==> src/rtl/bram_port_arbiter_pkg.sv <==
// Shared definitions for the BRAM port arbiter and the UART command path
// that drives its port A.
package bram_port_arbiter_pkg;

    typedef enum logic [1:0] {
        ST_IDLE  = 2'd0,
        ST_OWN_A = 2'd1,
        ST_OWN_B = 2'd2
    } arb_state_e;

    localparam logic PORT_A = 1'b0;
    localparam logic PORT_B = 1'b1;

    localparam int DEF_DATA_WIDTH = 8;
    localparam int DEF_ADDR_WIDTH = 12;

    // UART command bytes understood by the port-A command path
    localparam logic [7:0] UART_CMD_READ  = 8'h11;
    localparam logic [7:0] UART_CMD_WRITE = 8'h12;
    localparam logic [7:0] UART_CMD_ERASE = 8'h13;
    localparam logic [7:0] UART_CMD_ESC   = 8'h1B;

    typedef struct packed {
        logic vld;
        logic id;
    } rd_tag_t;

endpackage

==> src/rtl/bram_owner_watchdog.sv <==
// Counts consecutive idle cycles of the current BRAM owner and flags expiry
// on the edge where the count would reach TIMEOUT.
module bram_owner_watchdog
    import bram_port_arbiter_pkg::*;
#(
    parameter int TIMEOUT  = 1024,
    parameter int TO_WIDTH = 11
) (
    input  logic clk,
    input  logic rst_n,
    input  logic en_i,
    input  logic clr_i,
    output logic expire_o
);

    localparam logic [TO_WIDTH-1:0] LIMIT = TO_WIDTH'((TIMEOUT > 0) ? (TIMEOUT - 1) : 0);

    logic [TO_WIDTH-1:0] cnt_q, cnt_d;

    // Expiry fires on the TIMEOUT-th idle edge; an accepted beat always wins.
    assign expire_o = (TIMEOUT > 0) && en_i && !clr_i && (cnt_q == LIMIT);

    always_comb begin
        cnt_d = cnt_q;
        if (clr_i || !en_i || expire_o || (TIMEOUT == 0)) begin
            cnt_d = '0;
        end else begin
            cnt_d = cnt_q + TO_WIDTH'(1);
        end
    end

    always_ff @(posedge clk or negedge rst_n) begin
        if (!rst_n) begin
            cnt_q <= '0;
        end else begin
            cnt_q <= cnt_d;
        end
    end

endmodule

==> src/rtl/bram_port_arbiter.sv <==
// Two-port round-robin arbiter with burst locking in front of a single-port
// BRAM; returns tagged read data and reclaims abandoned grants.
module bram_port_arbiter
    import bram_port_arbiter_pkg::*;
#(
    parameter int DATA_WIDTH = DEF_DATA_WIDTH,
    parameter int ADDR_WIDTH = DEF_ADDR_WIDTH,
    parameter int TIMEOUT    = 1024,
    parameter int TO_WIDTH   = 11
) (
    input  logic                  clk,
    input  logic                  rst_n,
    input  logic                  req_a,
    input  logic                  req_b,
    input  logic                  we_a,
    input  logic                  we_b,
    input  logic [ADDR_WIDTH-1:0] addr_a,
    input  logic [ADDR_WIDTH-1:0] addr_b,
    input  logic [DATA_WIDTH-1:0] wdata_a,
    input  logic [DATA_WIDTH-1:0] wdata_b,
    input  logic                  last_a,
    input  logic                  last_b,
    output logic                  gnt_a,
    output logic                  gnt_b,
    output logic                  rvalid_a,
    output logic                  rvalid_b,
    output logic [DATA_WIDTH-1:0] rdata,
    output logic                  timeout_err,
    input  logic [DATA_WIDTH-1:0] from_BRAM,
    output logic                  en,
    output logic                  write_enable,
    output logic [ADDR_WIDTH-1:0] addr,
    output logic [DATA_WIDTH-1:0] to_BRAM
);

    arb_state_e            state_q, state_d;
    logic                  rr_q, rr_d;
    logic                  en_q, en_d;
    logic                  we_q, we_d;
    logic [ADDR_WIDTH-1:0] addr_q, addr_d;
    logic [DATA_WIDTH-1:0] wdat_q, wdat_d;
    logic                  to_err_q, to_err_d;
    rd_tag_t               rd0_q, rd0_d;
    rd_tag_t               rd1_q;

    logic                  own;
    logic                  owner_id;
    logic                  accept;
    logic                  sel_we;
    logic                  sel_last;
    logic [ADDR_WIDTH-1:0] sel_addr;
    logic [DATA_WIDTH-1:0] sel_wdata;
    logic                  wd_expire;

    assign own       = (state_q == ST_OWN_A) || (state_q == ST_OWN_B);
    assign owner_id  = (state_q == ST_OWN_B) ? PORT_B : PORT_A;
    assign accept    = ((state_q == ST_OWN_A) && req_a) || ((state_q == ST_OWN_B) && req_b);
    assign sel_we    = owner_id ? we_b    : we_a;
    assign sel_last  = owner_id ? last_b  : last_a;
    assign sel_addr  = owner_id ? addr_b  : addr_a;
    assign sel_wdata = owner_id ? wdata_b : wdata_a;

    bram_owner_watchdog #(
        .TIMEOUT  (TIMEOUT),
        .TO_WIDTH (TO_WIDTH)
    ) u_watchdog (
        .clk      (clk),
        .rst_n    (rst_n),
        .en_i     (own),
        .clr_i    (accept),
        .expire_o (wd_expire)
    );

    always_comb begin
        state_d  = state_q;
        rr_d     = rr_q;
        en_d     = 1'b0;
        we_d     = 1'b0;
        addr_d   = addr_q;
        wdat_d   = wdat_q;
        to_err_d = 1'b0;
        rd0_d    = '0;
        unique case (state_q)
            ST_IDLE: begin
                if (req_a && req_b) begin
                    state_d = (rr_q == PORT_A) ? ST_OWN_A : ST_OWN_B;
                end else if (req_a) begin
                    state_d = ST_OWN_A;
                end else if (req_b) begin
                    state_d = ST_OWN_B;
                end
            end
            ST_OWN_A, ST_OWN_B: begin
                if (accept) begin
                    en_d      = 1'b1;
                    we_d      = sel_we;
                    addr_d    = sel_addr;
                    wdat_d    = sel_wdata;
                    rd0_d.vld = !sel_we;
                    rd0_d.id  = owner_id;
                    if (sel_last) begin
                        state_d = ST_IDLE;
                        rr_d    = ~owner_id;
                    end
                end else if (wd_expire) begin
                    state_d  = ST_IDLE;
                    to_err_d = 1'b1;
                    rr_d     = ~owner_id;
                end
            end
            default: state_d = ST_IDLE;
        endcase
    end

    // rd0 tracks the BRAM access cycle, rd1 the cycle its data is on from_BRAM
    always_ff @(posedge clk or negedge rst_n) begin
        if (!rst_n) begin
            state_q  <= ST_IDLE;
            rr_q     <= PORT_A;
            en_q     <= 1'b0;
            we_q     <= 1'b0;
            addr_q   <= '0;
            wdat_q   <= '0;
            to_err_q <= 1'b0;
            rd0_q    <= '0;
            rd1_q    <= '0;
        end else begin
            state_q  <= state_d;
            rr_q     <= rr_d;
            en_q     <= en_d;
            we_q     <= we_d;
            addr_q   <= addr_d;
            wdat_q   <= wdat_d;
            to_err_q <= to_err_d;
            rd0_q    <= rd0_d;
            rd1_q    <= rd0_q;
        end
    end

    assign gnt_a        = (state_q == ST_OWN_A);
    assign gnt_b        = (state_q == ST_OWN_B);
    assign rvalid_a     = rd1_q.vld && (rd1_q.id == PORT_A);
    assign rvalid_b     = rd1_q.vld && (rd1_q.id == PORT_B);
    assign rdata        = from_BRAM;
    assign timeout_err  = to_err_q;
    assign en           = en_q;
    assign write_enable = we_q;
    assign addr         = addr_q;
    assign to_BRAM      = wdat_q;

endmodule
==> config.mk <==
export PLATFORM = sky130hd
export DESIGN_NAME = bram_port_arbiter
export DESIGN_NICKNAME = d
export VERILOG_FILES = /design/src/rtl/bram_port_arbiter_pkg.sv /design/src/rtl/bram_owner_watchdog.sv /design/src/rtl/bram_port_arbiter.sv
export SDC_FILE = /design/constraint.sdc
export NUM_CORES = 1
export LEC_CHECK = 0
export ABC_AREA = 1
export BUFFER_PORTS_ARGS = -buffer_cell sky130_fd_sc_hd__buf_2
export CAP_MARGIN = 10
export CORE_ASPECT_RATIO = 2
export CORE_MARGIN = 4
export CORE_UTILIZATION = 48
export CTS_BUF_LIST = sky130_fd_sc_hd__clkbuf_8
export DETAILED_ROUTE_END_ITERATION = 8
export PLACE_DENSITY = 0.84
export SYNTH_ARGS = -nofsm -noshare
export SYNTH_HDL_FRONTEND = slang
export SYNTH_SLANG_ARGS = --single-unit
==> constraint.sdc <==
create_clock -name clk -period 1.7 [get_ports clk]
set_input_delay 0.17 -clock clk [delete_from_list [all_inputs] [get_ports clk]]
set_output_delay 0.17 -clock clk [all_outputs]
set_load 0.05 [all_outputs]
After elaboration in Yosys (flattened, before gate mapping)
Cells that the tools add are included.
Widths: inputs -> output; s select.
{ "word_totals": {"ff_bits": 41, "latchBits": 0, "mem_bits_rw": 0, "rom_bits": 0, "in_bits": 56, "output_inout_bits": 35, "elab_cells": 68, "n_memories": 0} }
{ "classes": {"addsub": 1, "multipliers": 0, "div": 0, "order_cmp": 0, "eq_ne": 7, "n_shift": 0, "muxes": 26, "bitwise_logic": 2, "reduce_logical": 20} }
{ "ops": {"columns": ["op", "count"], "rows": [
  ["$mux 2", 9],
  ["$mux 1", 13],
  ["$mux 12", 1],
  ["$add 11x1->11 const B", 1],
  ["$eq 11x10->1 const B", 1],
  ["$mux 11", 1],
  ["$mux 8", 1],
  ["$logic_and 1x1->1", 7],
  ["$reduce_and 3->1", 2],
  ["$logic_or 1x1->1", 4],
  ["$ne 4x4->1 const B", 1],
  ["$pmux 2 s2", 1],
  ["$logic_not 1->1", 3],
  ["$ne 3x1->1 const B", 1],
  ["$ne 3x3->1 const B", 1],
  ["$eq 2x1->1 const B", 1],
  ["$eq 2x2->1 const B", 1],
  ["$logic_not 2->1", 1],
  ["$ne 2x2->1 const B", 1],
  ["$not 1->1", 2],
  ["$reduce_and 2->1", 1],
  ["$reduce_bool 2->1", 1],
  ["$reduce_or 2->1", 1]
]} }

Logic depth before layout (Yosys ltp)
{ "logic_depth": {"ltp_word": 9, "mapped_depth": 10, "depth_no_buf": 10} }

Cells and area by module
A second synthesis with hierarchy kept.
{ "hier_totals": {"hier_cells": 253, "hier_area_um2": 2132.0} }
{ "by_module_without_submodules": {"columns": ["module", "n_inst", "cells_each", "area_each_um2", "seq_area_each_um2"], "rows": [
  ["bram_port_arbiter", 1, 178, 1549.0, 750.7],
  ["bram_owner_watchdog", 1, 75, 583.1, 275.3]
]} }

Least setup slack after synthesis
No wires, ideal clock.
{ "synth_timing": {"path_kind": "register -> register", "startpoint": "reg state_q[1]", "endpoint": "reg addr_q[10] (netlist: addr[10])", "setup_ps": 82, "arrival_time_ps": 1653, "t_required_ps": 1618, "setup_slack_ps": -35, "stages_incl_launch_ff": 10, "path_buffers": 1, "period_less_slack_ps": 1735, "cell_sequence": "dfrtp_1 > inv_1 > ha_1 > nand2_1 > nand2_1 > nand2_2 > inv_2 > buf_4 > nor2_1 > a31oi_1"} }
{ "synth_between": {"elab_chain_len": 4, "elab_cells_between_ends": 9, "cone_classes": "eq/ne: 2; mux: 2; reduce/logical: 5"} }
{ "synth_rtl": {"columns": ["element", "line_no", "text"], "rows": [
  ["start: declaration", "bram_port_arbiter.sv:36", "arb_state_e state_q, state_d;"],
  ["start signal: assignment", "bram_port_arbiter.sv:128", "state_q <= state_d;"],
  ["$eq 2x1->1 *", null, null],
  ["net gnt_a", "bram_port_arbiter.sv:23", "output logic gnt_a,"],
  ["$logic_and 1x1->1", "bram_port_arbiter.sv:57", "assign accept = ((state_q == ST_OWN_A) && req_a) || ((state_q == ST_OWN_B) && req_b);"],
  ["$logic_or 1x1->1", "bram_port_arbiter.sv:57", null],
  ["$reduce_and 2->1 (no line) *", null, null],
  ["end signal: assignment", "bram_port_arbiter.sv:132", "addr_q <= addr_d;"],
  ["end: declaration", "bram_port_arbiter.sv:40", "logic [ADDR_WIDTH-1:0] addr_q, addr_d;"]
]} }
Mark *: on every way through the listed nets, which the timed path passes. The rest lies on a longest branch.
A chain may end at the register's enable or synchronous reset.

Worst setup path in the final report
{ "layout_timing": {"startpoint": "reg state_q[0]", "endpoint": "reg addr_q[7] (netlist: addr[7])"} }
{ "layout_between": {"elab_chain_len": 4, "elab_cells_between_ends": 9, "cone_classes": "eq/ne: 2; mux: 2; reduce/logical: 5"} }
{ "layout_rtl": {"columns": ["element", "line_no"], "rows": [
  ["$eq 2x1->1 / $eq 2x2->1 (equally long branches)", "bram_port_arbiter.sv:57, bram_port_arbiter.sv:83, bram_port_arbiter.sv:56"],
  ["$logic_and 1x1->1", "bram_port_arbiter.sv:57"],
  ["$logic_or 1x1->1", "bram_port_arbiter.sv:57"],
  ["$reduce_and 2->1 (no line)", null]
]} }
Parallel ways exist; a longest one is shown, timed or not.

==> impl_metrics.csv <==
group,metric,value,unit
status,status,"completed",
clocking,clk_latency,0.30,ns
power_and_ir_drop,p_clk_share,16.3,%
place,port_buffers,74,
power_and_ir_drop,vdd_ir_drop_max,0.001402,V
place,dp_cells,347,
setup_path,cp_data_required_time,1.92,ns
layout,drive_gt1_share,32.13,%
layout,final_cell_count_no_fill,357,
power_and_ir_drop,leakagePower,1.335,nW
clocking,cts_tree,"done",
timing,min_period_over_period,91.35,%
drt,highest_layer,"met4",
yosys,ys_seq_area_share,51.31,%
job,drv_cap,0,
worst_hold_path,hold_start,"wdata_a[3]",
power_and_ir_drop,seq_power_share,30.9,%
power_and_ir_drop,power.switching,0.002341,W
worst_hold_path,min_path_cells,3,
drt,first_pass_iters,5,
grt,grt_max_degree,42,
layout,design_area,2532,sq um
floorplan,die_h,99.27,um
drt,drt-total-wl,4.754,mm
power_and_ir_drop,power_report.internal_total,0.002417,W
timing,drv_slew,0,
floorplan,start_util,49.41,%
timing,final.setup_skew,0.01328,ns
setup_path,arrival,1.77,ns
yosys,synthTopCellsByArea,"dfrtp_1 (51%), nand2_1 (12%), a31oi_1 (6.6%)",
layout,utilization,62.59,%
drt,ant_nets,0,
grt,grt_pass1_vias,1831,
layout,final_nets,365,
setup_path,rr_worst_depth,9,
grt,antenna_found_initial,0,
place,gp_congestion,0.8061,
yosys,avgSynthCellArea,8.545,sq um
clocking,cts-root-buf,"clkbuf_8",
drt,wl_met1,1.662,mm
setup_path,crit_path_end_kind,"flip-flop",
power_and_ir_drop,combPwrFrac,52.8,%
clocking,cts_buffer_depth,2,
clocking,cts.clk_slew.worst_paths,0.08,ns
worst_hold_path,hp-class,"in -> reg",
timing,setup_viol,0,
yosys,synth-edff-count,0,
clocking,cts_setup_buffers,0,
layout,area_delta_synth_final,26.66,%
timing,hold_viol_final,0,
yosys,synth_cell_types,27,
setup_path,worstSetupStartpointType,"flip-flop",
drt,vias,1806,
timing,rsz0062_at_grt,"true",
timing,worst_slew_pin_slew,0.5210,ns
layout,seqCellArea,1026,sq um
grt,grt_pass1_wl,7.790,mm
layout,diodes,0,
floorplan,die_w,53.64,um
grt,grt.total_usage,19.69,%
timing,fin_crit,1.553,ns
drt,route.detailed.drc,0,
setup_path,reg2reg_from,"state_q[0]$_DFFE_PN0P_",
floorplan,io_pins,91,
yosys,yosysTopAreaCellShare,51.31,%
yosys,async_flop_share,100.0,%
setup_path,r2r-end,"addr[7]$_DFFE_PN0P_",
yosys,synth_warnings,0,
clocking,clock_sinks,41,
yosys,synth_fp_nets,295,
yosys,synthFlopType,"dfrtp_1",
yosys,syn_area,1999,sq um
drt,viasPerCell,5.059,
worst_hold_path,holdPathEnd,"to_BRAM[3]$_DFFE_PN0P_",
floorplan,num_rows,33,
setup_path,critical_path_class,"reg -> reg",
drt,drtIter0Drc,46,
place,placed_area,2381,sq um
setup_path,rrSetupSlack,0.15,ns
yosys,synthCells,234,
drt,wl_met2,2.726,mm
setup_path,path_max_fanout,21,
place,place_hpwl,3.491,mm
power_and_ir_drop,swShare,49.21,%
timing,worst_slew_margin_rel,65.27,%
floorplan,die_area,5324,sq um
layout,fillerInstances,379,
clocking,cts_buffers,5,
power_and_ir_drop,power_density,1879,nW/um^2
drt,wl_met3,217,um
clocking,cts_max_level,2,
layout,multi_input_area,802.0,sq um
timing,max_freq,0.6439,GHz
timing,final.setup.tns,0,ns
drt,avgRoutedWirePerCell,13.32,um
yosys,yosys.area.top_type,"dfrtp_1",
grt,gr-total-overflow,0,
power_and_ir_drop,finalPower,0.004758,W
floorplan,coreArea,4046,sq um
yosys,synth_seq_cells,41,
logic make-up (layout without fill, tap and decap cells):
family,Yosys count,in the layout,share of synthesized area [%]
compound gates,29,29,8.824
xor+xnor,1,1,0.4381
fa+ha+maj,5,5,3.129
buf+inv,35,106,8.949
flops,41,41,51.31
simple gates,123,123,27.35
stage by stage:
step                hold slack (ns)  worst slack [ns]
floorplan                   -0.1256          0.007045
global placement             0.2510            0.2171
detailed placement           0.2621            0.1406
CTS                          0.1156            0.1348
global route                 0.1280         -0.001136
finish                       0.1197            0.1471
registers in the layout, indices dropped and copies added, names as in the netlist:
register          count
to_BRAM               8
addr                 12
u_watchdog.cnt_q     11
en                    1
rd1_q                 2
write_enable          1
timeout_err           1
state_q               2
rr_q                  1
rd0_q                 2
timing repair:
item                                    CTS  global route
hold buffers                              1             0
endpoints found under the hold margin    41             0
endpoints found under the setup margin    0             4
resized for setup                         0             1
critical path: stages (launching register included):
cell and delay (ns):
dfrtp_1 0.40, inv_1 0.11, ha_1 0.18, nand2_1 0.06
nand2_1 0.12, nand2_2 0.11, inv_2 0.13, buf_12 0.16
nor2_1 0.06, a31oi_1 0.15
power by group through the flow:
stage                     logic, W  registers, W  clock network [W]
after floorplan            0.00106       0.00235                  0
after global placement     0.00241       0.00148                  0
after detailed placement   0.00247       0.00148                  0
after CTS                  0.00247       0.00147           0.000787
after global routing       0.00271       0.00151           0.000821
final                      0.00251       0.00147           0.000777
worst max-delay path by stage:
stage                     cells after the start                   start  slack, ns                            end
after global routing                          9  state_q[0]$_DFFE_PN0P_     -0.001            addr[4]$_DFFE_PN0P_
after floorplan                               9  state_q[0]$_DFFE_PN0P_      0.007         state_q[1]$_DFFE_PN0P_
after detailed placement                      9  state_q[1]$_DFFE_PN0P_       0.14         to_BRAM[1]$_DFFE_PN0P_
after global placement                        6  state_q[1]$_DFFE_PN0P_       0.22  u_watchdog.cnt_q[3]$_DFF_PN0_
final                                         9  state_q[0]$_DFFE_PN0P_       0.15            addr[7]$_DFFE_PN0P_
after CTS                                     8  state_q[0]$_DFFE_PN0P_       0.13         state_q[1]$_DFFE_PN0P_
cell type report:
class	count	area share (%)
well taps	52	2.569
flip-flops and latches	41	40.51
repair buffers	80	18.18
multi-input cells	158	31.67
inverters	18	2.668
clock buffers	5	2.717
clock inverters	3	1.680
metal layers:
metal  track usage [%]  vias to the layer above
met5                 0                        -
met4             9.055                        0
met3             2.999                       14
met2             35.67                       53
met1             21.10                      857
li1                  -                      882
layout by cell type (no fill, tap or decap), drive strengths merged:
cell	netlist	final
nor2	37	37
nand2	67	67
clkbuf	4	6
or2	1	1
nor3b	3	3
xor2	1	1
ha	5	5
dlygate4sd3	0	1
dfrtp	41	41
nor3	3	3
o21ai	2	2
a21oi	4	4
nand4	2	2
bufinv	0	1
clkinv	0	1
buf	13	78
inv	18	19
and2	1	1
nand3	9	9
a31oi	21	21
a21boi	1	1
o211ai	1	1
synthesized netlist by cell type, types with 3 or more instances:
master     n
nor3_1     3
inv_1     16
ha_1       5
nor3b_1    3
nand2_2    3
nor2_1    33
buf_4     10
dfrtp_1   41
nand3_1    8
nand2_1   64
a21oi_1    4
a31oi_1   21
clkbuf_1   4
Note: power is estimated with default switching activity, not from simulation.
